--- src/rtl/lifo_pkg.sv ---
// Shared definitions for the LIFO stack: operation encoding and sizing helpers.
// Used by both the control logic and its testbench.
package lifo_pkg;

    typedef enum logic [2:0] {
        OP_IDLE,
        OP_PUSH,
        OP_POP,
        OP_REPLACE,
        OP_CLEAR
    } op_e;

    // Bits needed to hold an occupancy in the range 0..depth inclusive.
    function automatic int count_width(input int depth);
        return $clog2(depth + 1);
    endfunction

    // Collapse the raw request lines into one operation; clear dominates.
    function automatic op_e decode_op(input logic clear, input logic push, input logic pop);
        if (clear)
            return OP_CLEAR;
        if (push && pop)
            return OP_REPLACE;
        if (push)
            return OP_PUSH;
        if (pop)
            return OP_POP;
        return OP_IDLE;
    endfunction

endpackage

--- src/rtl/lifo_stack_mem.sv ---
// DEPTH x WIDTH register array for the LIFO stack.
// One synchronous write port and one asynchronous read port.
module lifo_stack_mem #(
    parameter int WIDTH = 8,
    parameter int DEPTH = 8,
    parameter int AW    = $clog2(DEPTH)
) (
    input  logic             clk,
    input  logic             we,
    input  logic [AW-1:0]    waddr,
    input  logic [WIDTH-1:0] wdata,
    input  logic [AW-1:0]    raddr,
    output logic [WIDTH-1:0] rdata
);

    logic [WIDTH-1:0] mem [DEPTH];

    // NOTE: storage has no reset; occupancy alone decides which entries are meaningful.
    always_ff @(posedge clk) begin
        if (we)
            mem[waddr] <= wdata;
    end

    assign rdata = mem[raddr];

endmodule

--- src/rtl/lifo_stack_ctrl.sv ---
// Parametrised LIFO stack controller: occupancy, flags, registered pop data,
// replace-top on simultaneous push/pop, synchronous clear and error pulses.
module lifo_stack_ctrl
    import lifo_pkg::*;
#(
    parameter  int WIDTH     = 8,
    parameter  int DEPTH     = 8,
    parameter  int AF_THRESH = 6,
    localparam int CW        = count_width(DEPTH)
) (
    input  logic             clk,
    input  logic             rstn,
    input  logic             clear,
    input  logic             push,
    input  logic             pop,
    input  logic [WIDTH-1:0] din,
    output logic [WIDTH-1:0] dout,
    output logic             dout_valid,
    output logic [WIDTH-1:0] top,
    output logic [CW-1:0]    count,
    output logic             empty,
    output logic             full,
    output logic             almost_full,
    output logic             overflow,
    output logic             underflow
);

    localparam int AW = $clog2(DEPTH);

    op_e             op;
    logic [CW-1:0]   top_idx;
    logic            we;
    logic [AW-1:0]   waddr;
    logic [AW-1:0]   raddr;
    logic [WIDTH-1:0] rdata;

    assign op          = decode_op(clear, push, pop);
    assign empty       = (count == '0);
    assign full        = (count == CW'(DEPTH));
    assign almost_full = (count >= CW'(AF_THRESH));
    assign top_idx     = count - CW'(1);
    assign raddr       = empty ? '0 : AW'(top_idx);
    assign top         = empty ? '0 : rdata;

    // NOTE: every combinational output gets a default first so no path infers a latch.
    always_comb begin
        we    = 1'b0;
        waddr = AW'(count);
        unique case (op)
            OP_PUSH:    we = !full;
            OP_REPLACE: begin
                we = 1'b1;
                // An empty replace degrades to a plain push into slot 0.
                if (!empty)
                    waddr = AW'(top_idx);
            end
            default:    we = 1'b0;
        endcase
    end

    lifo_stack_mem #(
        .WIDTH (WIDTH),
        .DEPTH (DEPTH),
        .AW    (AW)
    ) u_mem (
        .clk   (clk),
        .we    (we),
        .waddr (waddr),
        .wdata (din),
        .raddr (raddr),
        .rdata (rdata)
    );

    // NOTE: sequential state uses non-blocking assignments so all registers update together.
    always_ff @(posedge clk or negedge rstn) begin
        if (!rstn) begin
            count      <= '0;
            dout       <= '0;
            dout_valid <= 1'b0;
            overflow   <= 1'b0;
            underflow  <= 1'b0;
        end else begin
            dout_valid <= 1'b0;
            overflow   <= 1'b0;
            underflow  <= 1'b0;
            unique case (op)
                OP_CLEAR: count <= '0;
                OP_REPLACE: begin
                    if (!empty) begin
                        dout       <= rdata;
                        dout_valid <= 1'b1;
                    end else begin
                        count     <= CW'(1);
                        underflow <= 1'b1;
                    end
                end
                OP_PUSH: begin
                    if (!full)
                        count <= count + CW'(1);
                    else
                        overflow <= 1'b1;
                end
                OP_POP: begin
                    if (!empty) begin
                        dout       <= rdata;
                        dout_valid <= 1'b1;
                        count      <= top_idx;
                    end else begin
                        underflow <= 1'b1;
                    end
                end
                default: ;
            endcase
        end
    end

endmodule
--- config.mk ---
export PLATFORM = sky130hd
export DESIGN_NAME = lifo_stack_ctrl
export DESIGN_NICKNAME = d
export VERILOG_FILES = /design/src/rtl/lifo_pkg.sv /design/src/rtl/lifo_stack_mem.sv /design/src/rtl/lifo_stack_ctrl.sv
export SDC_FILE = /design/constraint.sdc
export NUM_CORES = 1
export LEC_CHECK = 0
export CAP_MARGIN = 20
export CORE_ASPECT_RATIO = 1.2
export CORE_UTILIZATION = 51
export DETAILED_ROUTE_END_ITERATION = 10
export GPL_ROUTABILITY_DRIVEN = 0
export PLACE_DENSITY = 0.74
export SLEW_MARGIN = 20
export SYNTH_ARGS = -nofsm -noshare
export SYNTH_HDL_FRONTEND = slang
export SYNTH_SLANG_ARGS = --single-unit
--- constraint.sdc ---
create_clock -name clk -period 2.8 [get_ports clk]
set_input_delay 0.56 -clock clk [delete_from_list [all_inputs] [get_ports clk]]
set_output_delay 0.56 -clock clk [all_outputs]
set_load 0.02 [all_outputs]
# Word level (Yosys, flattened, before mapping)
# Memories as Yosys holds them, arrays and structs flattened.
# Index checks and enable logic that the tools add are counted.
dict set report op_classes {
  magnitude_cmp 1
  reduce_logical 7
  n_eq_ne 8
  div_mod_pow 0
  n_addsub 2
  mul 0
  mux 35
  shifts 0
  n_bitwise 1
}
# op n
set ops {}
lappend ops {{two-way mux 3 bit} 11}
lappend ops {{two-way mux 1 bit} 18}
lappend ops {{case mux 4 bit (4 select lines)} 1}
lappend ops {{two-way mux 4 bit} 3}
lappend ops {{two-way mux 8 bit} 1}
lappend ops {{== test 3 x 2 -> 1 bit (second input constant)} 2}
lappend ops {{inequality test 2 bit (second input constant)} 3}
lappend ops {{adder 4 x 1 -> 4 bit (second input constant)} 1}
lappend ops {{== test 4 bit (second input constant)} 1}
lappend ops {{>= comparator 4 x 3 -> 1 bit (second input constant)} 1}
lappend ops {{zero test 4 bit} 1}
lappend ops {{AND reduction 4 bit} 1}
lappend ops {{nonzero test 4 bit} 1}
lappend ops {{subtractor 4 x 1 -> 4 bit (second input constant)} 1}
lappend ops {{== test 3 x 1 -> 1 bit (second input constant)} 1}
lappend ops {{== test 3 bit (second input constant)} 1}
lappend ops {{case mux 1 bit (2 select lines)} 1}
lappend ops {{AND reduction 2 bit} 1}
lappend ops {{OR reduction 2 bit} 1}
lappend ops {{logical AND 1 bit} 1}
lappend ops {{zero test 1 bit} 1}
lappend ops {{NOT 1 bit} 1}
dict set report word_totals {
  rom_bits 0
  output_inout_bits 26
  latchBits 0
  word_cells 60
  reg_bits 15
  ram_bits 64
  memories 1
}
# name depth word_bits read_ports rd_ports_with_merged_regs write_ports line
set memory_table {}
lappend memory_table {u_mem.mem 8 8 1 0 1 lifo_stack_mem.sv:16} ;# logic [WIDTH-1:0] mem [DEPTH];

# Logic depth before layout (Yosys ltp)
dict set report logic_depth {
  ltp_word 16
  mapped_depth 13
  depth_no_buf 8
}

# Modules after synthesis
# From an unflattened synthesis, not the netlist that was laid out.
dict set report unflattened {
  cells_unflattened 205
  hier_area_um2 3533.4
}
# module instances cells_each area_each_um2
set by_module_without_submodules {}
lappend by_module_without_submodules {lifo_stack_mem 1 106 2531.2}
lappend by_module_without_submodules {lifo_stack_ctrl 1 99 1002.2}

# Worst setup path before layout
# No wires, ideal clock.
dict set report synth_path {
  path_type {register to output}
  from {register count[0]}
  to {output top[1]}
  arrival_time_ns 2.797
  setup_slack_ns -0.557
  stages_incl_launch_ff 14
  required_time_ns 2.240
  path_cell_list {dfrtp_1 inv_1 ha_1 buf_6 or3b_1 buf_6 ha_1 buf_2 clkbuf_1 clkbuf_1 nand2_1 a211oi_1 o21bai_1 a21oi_1}
}
dict set report synth_between {
  elab_chain_cells 4
  word_cells_on_any_way 5
  classes_between {add/sub (1); mux (2); reduce/logical (1); memory (1)}
}
# element line
set synth_lines {}
lappend synth_lines {{from (decl)} lifo_stack_ctrl.sv:20} ;# output logic [CW-1:0] count,
lappend synth_lines {{from (signal assigned)} lifo_stack_ctrl.sv:99} ;# count <= count + CW'(1);
lappend synth_lines {{from (signal assigned)} lifo_stack_ctrl.sv:107} ;# count <= top_idx;
lappend synth_lines {{subtractor 4 x 1 -> 4 bit or zero test 4 bit (tied branches)} {lifo_stack_ctrl.sv:41, lifo_stack_ctrl.sv:38}}
lappend synth_lines {{two-way mux 3 bit} lifo_stack_ctrl.sv:42} ;# assign raddr = empty ? '0 : AW'(top_idx);
lappend synth_lines {{memory read (8 x 8 bit)} n/a}
lappend synth_lines {{two-way mux 8 bit (*)} lifo_stack_ctrl.sv:43} ;# assign top = empty ? '0 : rdata;
lappend synth_lines {{to (decl)} lifo_stack_ctrl.sv:19} ;# output logic [WIDTH-1:0] top,
# Every way passes the cells marked *; elsewhere a longest branch is shown, timed or not.

# Final worst setup path
dict set report layout_path {
  from {register count[1]}
  to {output top[0]}
}
# The elaborated chain is that of the path after synthesis.

==> impl_summary.md <==
Run status
The flow ran to the end, but the final reports show violations. The final reports fail on DRC, setup timing.

Timing
The final-report max-slew violation count is 0. The clock arrives with 9.21 ps of skew. Setup violations remaining at the end of the flow were counted as 8.

The total count of hold-check failures in the final report is 0. Hold is met by 488 ps. The maximum clock rate is 314 MHz. The transition at the pin with the smallest max-transition slack is 1050 ps. For the finished layout, the period the worst path requires is 3180 ps. The remaining max-slew budget at the tightest pin is 29.7%. In the finished design, the share of the clock period the worst path needs comes to 114%. In the post-route analysis, the smallest setup slack over all paths is -384 ps. Setup repair after global routing could not meet its margin everywhere.

Floorplanning
Measured along the y axis, the die boundary spans 96.3 microns. The number of rows created at floorplan is 34. The count of pins on the block boundary is 39. In this run the standard cell core region covers 7190 sq um. Measured along the x axis, the die boundary spans 80.6 microns. The total die area is 7760 sq um. For this configuration, the core starts out at a cell density of 52.5%.

Setup path
The register-to-register setup slack is 220 ps. The startpoint-to-endpoint class of the critical path is reg -> out. The number of buffers and inverters on the critical path is 3.

The most frequent cell on the critical path is ha_4. Data arrives at the worst endpoint at 2620 ps. The required arrival time at the worst endpoint is 2240 ps. The cell depth of the worst flop-to-flop path is 9. The kind of cell adding the most delay to the critical path is compound AO/OA/AOI/OAI gates.

The largest fanout on the critical path is 20. The critical path startpoint category is a flip-flop. The worst-path cell with the longest stage delay is dfrtp_2. The critical path goes through inv_2, ha_4, or3b_4, ha_4, buf_8, nand2b_1, a211oi_2, o21bai_1, a21oi_2, buf_6. The largest single stage delay on the critical path is 420 ps. The endpoint identified for the worst register-to-register timing path is dout[6].

The endpoint kind of the worst setup timing path is an output port. In this run the critical register-to-register path is launched from count[0].

Final layout
The number of nets in the final layout is 421. The ratio of cells with drive above 1 in the final layout is 32.3%. The cell area after layout is 5050 sq um. Relative to the synthesized area, the layout overhead comes to 33.7%. The fraction of the core area covered by cells at the end of the flow is 70.2%. The count of inserted antenna diode cells is 0. Leaving out filler cells and counting taps, the final layout contains 499.

Detailed routing
In this run the remaining antenna-violating nets after routing total 0. In the routed layout, each cell is associated on average with a via count of 5.89. Before antenna repair, the detailed router went through 7 iterations.

The total detailed-routing wirelength is 9600 microns. The first routing iteration left 214 violations. After detailed routing, the number of remaining DRC violations is 1. The detailed router placed 2938 vias in this run. The routed wire length per instance is 19.2 microns.

Global routing
The global-route usage over all layers is 26.3%. The maximum number of pins on one net before global-route repair is 23. The first global-routing pass estimated 14500 microns of wire.

The via count of the first global-routing pass is 2872. The overall overflow remaining after global route is 0. The initial antenna violation count came to 0.

Clock tree
The cell chosen for the clock root is clkbuf_8. The clock passes through at most 2 buffers. The number of H-tree levels is 3. Clock-pin slew was measured on the worst setup and hold paths at 80 ps. For the worst-skew pair, the clock arrives at the later sink with an insertion delay of 340 ps. CTS saw 79 sinks. The CTS tree is yes. The number of clock buffers inserted by TritonCTS is 9.

Min path
The hold-critical path depth is 2. The path with the worst hold slack has its endpoint at dout[2]. The worst hold path begins at dout[2]. The type of the worst min-delay path is reg -> reg.

Placed design
The count of buffers added on input and output ports is 38. The placed instance area is 4600 sq um. Counting tap cells, the placed design contains a total of 470 instances.

Once detailed placement completed, the half-perimeter wirelength came to 5950 microns. The worst setup slack after placement is -538 ps.

Logic synthesis
The number of unique standard cell types used by synthesis is 43. The cell area after synthesis is 3780 sq um. Sorting the synthesized cells by area gives the leading types as edfxtp_1, dfrtp_1, nand2b_1.

Yosys printed 0 warnings. Of all cell types, the one taking the most synthesized area is edfxtp_1. The synthesized instance count is 332. The net count after synthesis is 349.

The average footprint of a synthesized cell is 11.4 sq um. In this run the biggest area consumer among cell types represents 50.9% of the synthesized area. After synthesis, flip-flops and latches occupy 60.8% of the total area.

Synthesis inferred 79 register bits.

Power and ir drop
Across the VDD grid, the largest voltage drop is 682 uV. The total internal power is 3280 uW. The clock network fraction of design power is 16.2%.

The ratio of total power to cell area is 1040 nW/um^2. The reported net switching power is 1960 uW. The net switching share of the total power is 37.3%.

The power share of the combinational group is 55.9%. The power share of the sequential group is 27.9%. The static leakage is 0.00188 uW.

Job
Across the run, the number of max-cap violations was 0.
[power groups by stage]
stage | clock network (uW) | logic, uW | registers, uW
finish | 847 | 2930 | 1460
global route | 905 | 3120 | 1470
CTS | 855 | 2690 | 1460
detailed placement | 0 | 2490 | 1490
global placement | 0 | 2450 | 1480
floorplan | 0 | 1540 | 1580
[registers in the layout, indices dropped and copies added, names as in the netlist]
name        cells
u_mem.mem      64
dout            8
count           4
dout_valid      1
overflow        1
underflow       1
[routing by layer]
metal	share of wire, %	wire [microns]	vias up	global-route usage [%]
li1	-	-	1361	-
met3	5.2	498	23	3.70
met4	3.0	286	0	14.7
met2	51	4940	123	44.9
met5	0	0	-	0
met1	40	3880	1431	32.0
[metrics by stage]
step | power, uW | setup TNS (ps)
after global routing | 5500 | -3060
final | 5240 | -2480
after CTS | 5000 | -2460
after floorplan | 3120 | -1190
after detailed placement | 3980 | -3840
after global placement | 3930 | -3460
[synthesized netlist by cell type, drive strengths merged]
| master | count |
|---|---|
| a211o | 1 |
| a211oi | 17 |
| a21bo | 1 |
| a21o | 1 |
| a21oi | 11 |
| a22o | 1 |
| a22oi | 17 |
| a311oi | 1 |
| a31oi | 2 |
| and2 | 1 |
| and2b | 1 |
| and4bb | 1 |
| buf | 6 |
| clkbuf | 16 |
| clkinv | 1 |
| dfrtp | 15 |
| edfxtp | 64 |
| ha | 4 |
| inv | 7 |
| mux2 | 2 |
| mux2i | 1 |
| nand2 | 47 |
| nand2b | 34 |
| nand3 | 11 |
| nand3b | 2 |
| nand4b | 1 |
| nor2 | 12 |
| nor3 | 1 |
| nor3b | 4 |
| nor4 | 1 |
| o21a | 1 |
| o21ai | 29 |
| o21bai | 8 |
| o22ai | 2 |
| o311ai | 1 |
| o32ai | 1 |
| or2b | 3 |
| or3b | 3 |
[cell families (layout without fill, tap and decap cells)]
kind of cell / after synthesis / in the layout / share of synthesized area, %
buffers and inverters: 30 / 107 / 3.68
DFF: 79 / 79 / 60.8
muxes: 3 / 3 / 0.960
adders and majority gates: 4 / 4 / 1.32
AOI/OAI and AO/OA: 94 / 94 / 16.4
and+or+nand+nor: 122 / 122 / 16.9
[how the worst max path moves through the flow]
stage                  start     end  slack (ps)  cells past startpoint
floorplan           count[0]  top[0]        -150                     12
global placement    count[1]  top[0]        -470                      9
CTS                 count[1]  top[6]        -330                     11
detailed placement  count[1]  top[0]        -540                      9
finish              count[1]  top[0]        -380                     10
global route        count[0]  top[0]        -440                     10
[timing repair]
action                                  in CTS  in global routing
hold buffers                                 0                  0
endpoints found under the setup margin       9                  9
buffers inserted                             9                  4
gates resized for setup                     55                 24
pin swaps                                   12                 21
[cells in the final DEF, fill, tap and decap left out, drive strengths merged, types with 3 or more instances in the layout]
cell type and instances:
nand2b 34, nand3 11, inv 7, clkdlybuf4s50 29, o21bai 8, o21ai 29, a21oi 11, a22oi 17
ha 4, nor3b 4, buf 53, nand2 47, a211oi 17, or2b 3, dfrtp 15, or3b 3
clkbuf 13, nor2 12, edfxtp 64
[tightest hold or removal path: cells and delay by family, from the launching register on]
family,cells,cell delay (ps)
flops,1,350
simple gates,2,100
[final cells by class]
cell class | instances | area (sq um)
sequential | 79 | 2300
fill | 506 | 2140
multi-input combinational | 223 | 1630
timing repair buffer | 83 | 774
clock buffer | 13 | 159
tap | 90 | 113
clock inverter | 3 | 42.5
inverter | 8 | 32.5
No activity file was read; power rests on OpenSTA's default activity.
